<file path="config.mk">
export PLATFORM = sky130hd
export DESIGN_NAME = mdu_ctrl
export DESIGN_NICKNAME = d
export VERILOG_FILES = /design/src/rtl/mdu_pkg.sv /design/src/rtl/mdu_ctrl_core.sv /design/src/rtl/mdu_ctrl.sv
export SDC_FILE = /design/constraint.sdc
export NUM_CORES = 1
export LEC_CHECK = 0
export CAP_MARGIN = 20
export CORE_MARGIN = 5
export CORE_UTILIZATION = 30
export CTS_BUF_LIST = sky130_fd_sc_hd__clkbuf_8 sky130_fd_sc_hd__clkbuf_16
export DETAILED_ROUTE_END_ITERATION = 7
export GPL_TIMING_DRIVEN = 0
export PLACE_DENSITY = 0.56
export SYNTH_ARGS = -nofsm -noshare
export SYNTH_HDL_FRONTEND = slang
export SYNTH_SLANG_ARGS = --single-unit
</file>
<file path="constraint.sdc">
create_clock -name clk -period 5 [get_ports clk]
set_input_delay 1 -clock clk [delete_from_list [all_inputs] [get_ports clk]]
set_output_delay 1 -clock clk [all_outputs]
set_load 0.01 [all_outputs]
</file>
<file path="src/rtl/mdu_pkg.sv">
// mdu_pkg: shared types and helpers for the RV32M multiply/divide sequencer.
//   mdop_t      - M-extension operation, encoded in funct3 order
//   mdu_state_t - sequencer FSM states
//   is_div / is_signed_a / is_signed_b - operation classification helpers
package mdu_pkg;

   typedef enum logic [2:0] {
      MUL    = 3'd0,
      MULH   = 3'd1,
      MULHSU = 3'd2,
      MULHU  = 3'd3,
      DIV    = 3'd4,
      DIVU   = 3'd5,
      REM    = 3'd6,
      REMU   = 3'd7
   } mdop_t;

   typedef enum logic [1:0] {
      IDLE = 2'd0,
      BUSY = 2'd1,
      DONE = 2'd2
   } mdu_state_t;

   function automatic logic is_div(input mdop_t op);
      return op[2];
   endfunction

   // MUL low word is sign-agnostic, so it runs unsigned.
   function automatic logic is_signed_a(input mdop_t op);
      return (op == MULH) || (op == MULHSU) || (op == DIV) || (op == REM);
   endfunction

   function automatic logic is_signed_b(input mdop_t op);
      return (op == MULH) || (op == DIV) || (op == REM);
   endfunction

endpackage

</file>
<file path="src/rtl/mdu_ctrl_core.sv">
// mdu_core: iterative radix-2 multiply/divide datapath.
//   clk, rst      - clock, async active-high reset
//   load          - capture op, operand magnitudes and sign flags
//   step          - perform one shift-add / restoring-divide iteration
//   finish        - register the sign-fixed result (uses this cycle's step)
//   mdop, opr_a, opr_b - operation and raw operands (sampled on load)
//   special       - combinational: current inputs are divide-by-zero or MIN/-1
//   result        - registered final result, held until the next finish
module mdu_core
   import mdu_pkg::*;
#(
   parameter int DATA_WIDTH = 32
) (
   input  logic                  clk,
   input  logic                  rst,
   input  logic                  load,
   input  logic                  step,
   input  logic                  finish,
   input  mdop_t                 mdop,
   input  logic [DATA_WIDTH-1:0] opr_a,
   input  logic [DATA_WIDTH-1:0] opr_b,
   output logic                  special,
   output logic [DATA_WIDTH-1:0] result
);

   localparam int W = DATA_WIDTH;

   logic          sa_in, sb_in, div0_in, ovf_in;
   logic [W-1:0]  ma_in, mb_in;

   mdop_t         op_q;
   logic          sa_q, sb_q, div0_q, ovf_q;
   logic [2*W-1:0] acc_q, acc_nxt, prod;
   logic [W-1:0]  b_q, quo, rmd, res_nxt;
   logic [W:0]    add_sum, sub_cand, sub_diff;

   always_comb begin
      sa_in   = is_signed_a(mdop) & opr_a[W-1];
      sb_in   = is_signed_b(mdop) & opr_b[W-1];
      ma_in   = sa_in ? -opr_a : opr_a;
      mb_in   = sb_in ? -opr_b : opr_b;
      div0_in = is_div(mdop) && (opr_b == '0);
      ovf_in  = is_div(mdop) && is_signed_b(mdop) &&
                (opr_a == {1'b1, {(W-1){1'b0}}}) && (opr_b == '1);
   end

   assign special = div0_in | ovf_in;

   // acc holds {hi, lo}. Multiply: lo is the multiplier, shifted out LSB first
   // while hi accumulates. Divide: hi is the partial remainder, lo the
   // dividend shifting in as quotient bits shift in.
   always_comb begin
      add_sum  = {1'b0, acc_q[2*W-1:W]} + (acc_q[0] ? {1'b0, b_q} : '0);
      sub_cand = acc_q[2*W-1:W-1];
      sub_diff = sub_cand - {1'b0, b_q};
      acc_nxt  = acc_q;
      if (step && !div0_q && !ovf_q) begin
         if (is_div(op_q))
            acc_nxt = sub_diff[W] ? {sub_cand[W-1:0], acc_q[W-2:0], 1'b0}
                                  : {sub_diff[W-1:0], acc_q[W-2:0], 1'b1};
         else
            acc_nxt = {add_sum, acc_q[W-1:1]};
      end
   end

   // Sign fix-up works on acc_nxt so the final iteration and the fix-up
   // land on the same edge.
   always_comb begin
      prod = (sa_q ^ sb_q) ? -acc_nxt : acc_nxt;
      quo  = (sa_q ^ sb_q) ? -acc_nxt[W-1:0] : acc_nxt[W-1:0];
      rmd  = sa_q ? -acc_nxt[2*W-1:W] : acc_nxt[2*W-1:W];
      if (div0_q) begin
         // acc was never stepped: lo still holds |a|, rebuild the original a
         quo = '1;
         rmd = sa_q ? -acc_nxt[W-1:0] : acc_nxt[W-1:0];
      end
      if (ovf_q) begin
         quo = {1'b1, {(W-1){1'b0}}};
         rmd = '0;
      end
      case (op_q)
         MUL:                 res_nxt = prod[W-1:0];
         MULH, MULHSU, MULHU: res_nxt = prod[2*W-1:W];
         DIV, DIVU:           res_nxt = quo;
         default:             res_nxt = rmd;
      endcase
   end

   always_ff @(posedge clk or posedge rst) begin
      if (rst) begin
         op_q   <= MUL;
         sa_q   <= 1'b0;
         sb_q   <= 1'b0;
         div0_q <= 1'b0;
         ovf_q  <= 1'b0;
         acc_q  <= '0;
         b_q    <= '0;
         result <= '0;
      end else begin
         if (load) begin
            op_q   <= mdop;
            sa_q   <= sa_in;
            sb_q   <= sb_in;
            div0_q <= div0_in;
            ovf_q  <= ovf_in;
            acc_q  <= {{W{1'b0}}, ma_in};
            b_q    <= mb_in;
         end else begin
            acc_q  <= acc_nxt;
         end
         if (finish)
            result <= res_nxt;
      end
   end

endmodule

</file>
<file path="src/rtl/mdu_ctrl.sv">
// mdu_ctrl: RV32M multi-cycle sequencer beside the EX-stage ALU.
//   clk, rst  - clock, async active-high reset
//   start     - EX holds an M-op (level, held while stall_o is high)
//   mdop      - M-extension operation
//   opr_a/b   - forwarded rs1/rs2 values
//   flush     - kill the in-flight op
//   stall_o   - freeze IF/ID/EX pipeline registers
//   busy      - engine occupied (state != IDLE)
//   done      - single-cycle result-valid pulse
//   result    - final result, valid while done is high
module mdu_ctrl
   import mdu_pkg::*;
#(
   parameter int DATA_WIDTH = 32
) (
   input  logic                  clk,
   input  logic                  rst,
   input  logic                  start,
   input  mdop_t                 mdop,
   input  logic [DATA_WIDTH-1:0] opr_a,
   input  logic [DATA_WIDTH-1:0] opr_b,
   input  logic                  flush,
   output logic                  stall_o,
   output logic                  busy,
   output logic                  done,
   output logic [DATA_WIDTH-1:0] result
);

   localparam int CW = $clog2(DATA_WIDTH);

   mdu_state_t    state_q, state_d;
   logic [CW-1:0] cnt_q, cnt_d;
   logic          load, step, finish, special;

   always_ff @(posedge clk or posedge rst) begin
      if (rst) begin
         state_q <= IDLE;
         cnt_q   <= '0;
      end else begin
         state_q <= state_d;
         cnt_q   <= cnt_d;
      end
   end

   always_comb begin
      state_d = state_q;
      cnt_d   = cnt_q;
      load    = 1'b0;
      step    = 1'b0;
      finish  = 1'b0;
      stall_o = 1'b0;
      done    = 1'b0;
      case (state_q)
         IDLE: begin
            if (start && !flush) begin
               load    = 1'b1;
               stall_o = 1'b1;
               state_d = BUSY;
               // Special divides spend a single BUSY cycle (counter 0) in
               // which the core ignores step and only applies the fix-up.
               cnt_d   = special ? '0 : CW'(DATA_WIDTH - 1);
            end
         end
         BUSY: begin
            if (flush) begin
               state_d = IDLE;
            end else begin
               stall_o = 1'b1;
               step    = 1'b1;
               if (cnt_q == '0) begin
                  finish  = 1'b1;
                  state_d = DONE;
               end else begin
                  cnt_d = cnt_q - 1'b1;
               end
            end
         end
         DONE: begin
            done    = !flush;
            state_d = IDLE;
         end
         default: state_d = IDLE;
      endcase
   end

   assign busy = (state_q != IDLE);

   mdu_core #(.DATA_WIDTH(DATA_WIDTH)) u_core (
      .clk     (clk),
      .rst     (rst),
      .load    (load),
      .step    (step),
      .finish  (finish),
      .mdop    (mdop),
      .opr_a   (opr_a),
      .opr_b   (opr_b),
      .special (special),
      .result  (result)
   );

endmodule

</file>
==> impl_metrics.env <==
export IMPL_run_status="complete, but fails checks"
export IMPL_violated_checks="negative setup slack"
export IMPL_synth_edff_count=0
export IMPL_worst_path_largest_cell_delay_ps=460
export IMPL_yosys_cell_types_count=108
export IMPL_critical_path_required_ps=5320
export IMPL_timing_hold_worst_class="reg -> reg"
export IMPL_grt_first_pass_wirelength_mm=122.3
export IMPL_yosys_area_top_type="sky130_fd_sc_hd__dfrtp_1"
export IMPL_tritoncts_num_sinks=142
export IMPL_mappedNetlistArea_sq_um=16500
export IMPL_dp_hpwl_mm=63.97
export IMPL_comb_power_share=0.734
export IMPL_fin_nets=2657
export IMPL_global_route_usage_total=0.2686
export IMPL_cellPowerDensity_nw_per_um2=579.4
export IMPL_seq_area_frac_synth=0.2153
export IMPL_path_max_fanout=6
export IMPL_root_buffer="sky130_fd_sc_hd__clkbuf_16"
export IMPL_synthCells=2272
export IMPL_max_slew_margin_rel=0.2418
export IMPL_clkPwrFrac=0.106
export IMPL_floorplan_die_area_sq_um=59800
export IMPL_postRouteWirelength_mm=83.94
export IMPL_cts_max_level=4
export IMPL_cts_max_path_buffers=2
export IMPL_post_route_cells_drive_above_1_share=0.1679
export IMPL_grt_remaining_overflow=0
export IMPL_category_of_the_worst_setup_path_launch_point="flop"
export IMPL_number_of_hold_slack_violations_in_the_final_timing_report=0
export IMPL_critPathArrivalTime_ps=5470
export IMPL_grt_setup_unrepaired="yes"
export IMPL_hold_ws_ps=482.0
export IMPL_chipWidth_microns=244.5
export IMPL_yosys_warnings=0
export IMPL_finalWorstSetupSlack_ps=-157.0
export IMPL_max_slew_worst_pin_slew_ps=1137
export IMPL_drt_initial_drc_count=2286
export IMPL_yosys_reg_bits=142
export IMPL_timing_critical_path_max_delay_family="compound AO/OA/AOI/OAI gates"
export IMPL_clk_pin_slew_ps=70
export IMPL_post_dp_cell_area_sq_um=18620
export IMPL_io_pin_count=106
export IMPL_routed_via_density=6.058
export IMPL_globalplace_congestion=1.029
export IMPL_antenna_found_initial=2
export IMPL_fin_crit_sh=1.031
export IMPL_most_used_standard_cell_by_instance_count_after_synthesis="sky130_fd_sc_hd__nand2_1"
export IMPL_synth_net_count=2416
export IMPL_worstSetupEndpointType="flop"
export IMPL_antenna_cells_inserted=0
export IMPL_area_share_of_the_largest_cell_type_after_synthesis=0.2153
export IMPL_peakVddDrop_v=0.0003462
export IMPL_detailroute_via_count=19560
export IMPL_seqCellArea_sq_um=3578
export IMPL_finClkSkew_ps=17.92
export IMPL_internal_power_uw=5674
export IMPL_cellLeakagePower_uw=0.008490
export IMPL_timing_final_crit_period_ps=5157
export IMPL_critical_path_slowest_cell="sky130_fd_sc_hd__dfrtp_2"
export IMPL_vert_die_dim_microns=244.5
export IMPL_max_cap_violations=0
export IMPL_route_detailed_drc=0
export IMPL_fmax_ghz=0.1939
export IMPL_final_cell_area_sq_um=21200
export IMPL_drt_antenna_violating_nets=0
export IMPL_areaGrowthSynthToFinish_pct=28.44
export IMPL_fillers=5646
export IMPL_layout_cells_non_filler=3229
export IMPL_clock_insertion_delay_worst_skew_ps=480
export IMPL_dr_pass1_iters=6
export IMPL_synthArstFlopShare=1.000
export IMPL_synth_top_cells_by_count="sky130_fd_sc_hd__nand2_1 (293), sky130_fd_sc_hd__nor2_1 (221), sky130_fd_sc_hd__a21oi_1 (207)"
export IMPL_port_buffer_count=105
export IMPL_power_switching_share=0.5379
export IMPL_p_sw_uw=6606
export IMPL_cts_tree="done"
export IMPL_synth_area_top_cells="sky130_fd_sc_hd__dfrtp_1 (22%), sky130_fd_sc_hd__nand2_1 (6.7%), sky130_fd_sc_hd__a21oi_1 (6.3%), sky130_fd_sc_hd__o21ai_0 (5.6%), sky130_fd_sc_hd__ha_1 (5.4%)"
export IMPL_power_sequential_fraction=0.160
export IMPL_path_class="reg -> reg"
export IMPL_setup_viol=9
export IMPL_dpl_worst_slack_ps=-2816
export IMPL_grt_pass1_vias=18490
export IMPL_multiInputGateArea_sq_um=13070
export IMPL_post_cts_hold_buffer_count=0
export IMPL_ys_dominant_reg_cell="sky130_fd_sc_hd__dfrtp_1"
export IMPL_initial_core_util=0.3013
export IMPL_report_final_slew_viol_count=0
export IMPL_syn_area_per_cell_sq_um=7.263
export IMPL_routed_wire_length_per_instance_microns=25.99
export IMPL_maximum_number_of_pins_on_one_net_before_global_route_repair=81
export IMPL_finish_utilization=0.3870
export IMPL_timing_critical_path_buf_inv=6
export IMPL_dpl_cell_count=3086
export IMPL_core_rowCount=86
export IMPL_area_of_the_core_region_sq_um=54770
export IMPL_number_of_buffers_inserted_during_clock_tree_synthesis=17
## power by group through the flow
stage               Combinational, uW  Clock [uW]  Sequential (uW)
floorplan                        4990           0             1690
global placement                 7090           0             1900
detailed placement               7140           0             1910
CTS                              8320        1310             1920
global route                     9500        1350             1980
finish                           9020        1300             1960
## per-layer routing
layer	global-route usage	vias to the layer above	routed length [microns]
met5	0	-	0
met4	0.08993	0	2930
met3	0.05235	179	8260
met2	0.4170	1054	36610
met1	0.3753	9550	36130
li1	-	8777	-
## area by class of cell
type,count,share of cell area
multi-input combinational,1910,0.6164
sequential,142,0.1688
inverter,77,0.01411
buffer,133,0.03524
clock inverter,11,0.005018
timing repair buffer,232,0.09681
tap,704,0.04156
clock buffer,20,0.02202
## registers in the layout (all words and copies together) (netlist names)
signal and flops:
u_core.div0_q 1, u_core.op_q 3, u_core.sb_q 1, u_core.ovf_q 1, u_core.result 32, u_core.acc_q 64
cnt_q 5, state_q 2, u_core.b_q 32, u_core.sa_q 1
## worst paths after layout
check                                                end  cells after the start  slack [ps]                    startpoint
hold / removal              u_core.result[6]$_DFFE_PP0P_                      2         480  u_core.result[6]$_DFFE_PP0P_
min in group asynchronous     u_core.b_q[13]$_DFFE_PP0P_                      2        1020                           rst
max in group asynchronous     u_core.acc_q[54]$_DFF_PP0_                      3        3110                           rst
setup reg to reg           u_core.result[20]$_DFFE_PP0P_                     26        -160    u_core.b_q[23]$_DFFE_PP0P_
setup / recovery           u_core.result[20]$_DFFE_PP0P_                     26        -160    u_core.b_q[23]$_DFFE_PP0P_
hold reg to reg             u_core.result[6]$_DFFE_PP0P_                      2         480  u_core.result[6]$_DFFE_PP0P_
## worst min-delay path: stages, from the launching register on
cell	delay [ps]
sky130_fd_sc_hd__dfrtp_1	350
sky130_fd_sc_hd__nand2_1	50
sky130_fd_sc_hd__nand2_1	50
## cells by family (layout without fill, tap and decap cells)
kind of cell | after synthesis | count (layout) | synth area share
and+or+nand+nor | 885 | 885 | 0.2609
muxes | 77 | 77 | 0.04906
AOI/OAI and AO/OA | 725 | 725 | 0.2843
xor gates and xnor gates | 150 | 150 | 0.07961
DFF | 142 | 142 | 0.2153
buffers and inverters | 220 | 473 | 0.05451
adders and majority gates | 73 | 73 | 0.05626
## placed cells by master (no fill, tap or decap), types with 10 or more instances in the layout
cell	Yosys	layout
sky130_fd_sc_hd__a211o_1	11	11
sky130_fd_sc_hd__xor2_1	58	58
sky130_fd_sc_hd__ha_4	0	15
sky130_fd_sc_hd__nor2b_1	14	13
sky130_fd_sc_hd__inv_1	75	63
sky130_fd_sc_hd__clkdlybuf4s50_1	0	104
sky130_fd_sc_hd__mux2i_1	58	58
sky130_fd_sc_hd__clkbuf_1	103	81
sky130_fd_sc_hd__clkbuf_16	0	17
sky130_fd_sc_hd__mux2_2	12	12
sky130_fd_sc_hd__a21oi_2	5	11
sky130_fd_sc_hd__or3_1	21	20
sky130_fd_sc_hd__a21oi_1	207	194
sky130_fd_sc_hd__a31oi_1	43	40
sky130_fd_sc_hd__o31ai_1	21	21
sky130_fd_sc_hd__or2_2	14	13
sky130_fd_sc_hd__a211oi_1	24	20
sky130_fd_sc_hd__buf_2	25	10
sky130_fd_sc_hd__inv_2	1	10
sky130_fd_sc_hd__nand4_1	27	27
sky130_fd_sc_hd__dfrtp_1	142	124
sky130_fd_sc_hd__o21ai_0	186	174
sky130_fd_sc_hd__o211ai_1	29	29
sky130_fd_sc_hd__nor4_1	21	17
sky130_fd_sc_hd__buf_4	5	133
sky130_fd_sc_hd__nand2_1	293	285
sky130_fd_sc_hd__buf_6	3	14
sky130_fd_sc_hd__ha_1	71	55
sky130_fd_sc_hd__o21a_1	21	21
sky130_fd_sc_hd__nand2b_1	13	13
sky130_fd_sc_hd__nor3_1	59	53
sky130_fd_sc_hd__a21o_1	23	23
sky130_fd_sc_hd__nor2_1	221	215
sky130_fd_sc_hd__xnor2_1	92	89
sky130_fd_sc_hd__nand3_1	59	57
sky130_fd_sc_hd__and3_1	20	18
sky130_fd_sc_hd__and2_1	52	50
sky130_fd_sc_hd__dfrtp_2	0	17
## through the flow
step                      setup TNS, ps  power (uW)
final                            -687.1       12280
after global routing              -2196       12830
after CTS                        -65.62       11540
after detailed placement         -52560        9047
after global placement          -339290        8992
after floorplan                       0        6675
## what timing repair did
item / CTS / global route
cloned: 1 / 0
endpoints found under the hold margin: 0 / 0
gates resized for setup: 180 / 89
pin swaps: 54 / 43
endpoints found under the setup margin: 34 / 28
setup buffers: 87 / 34
(Power assumes the default switching activity.)
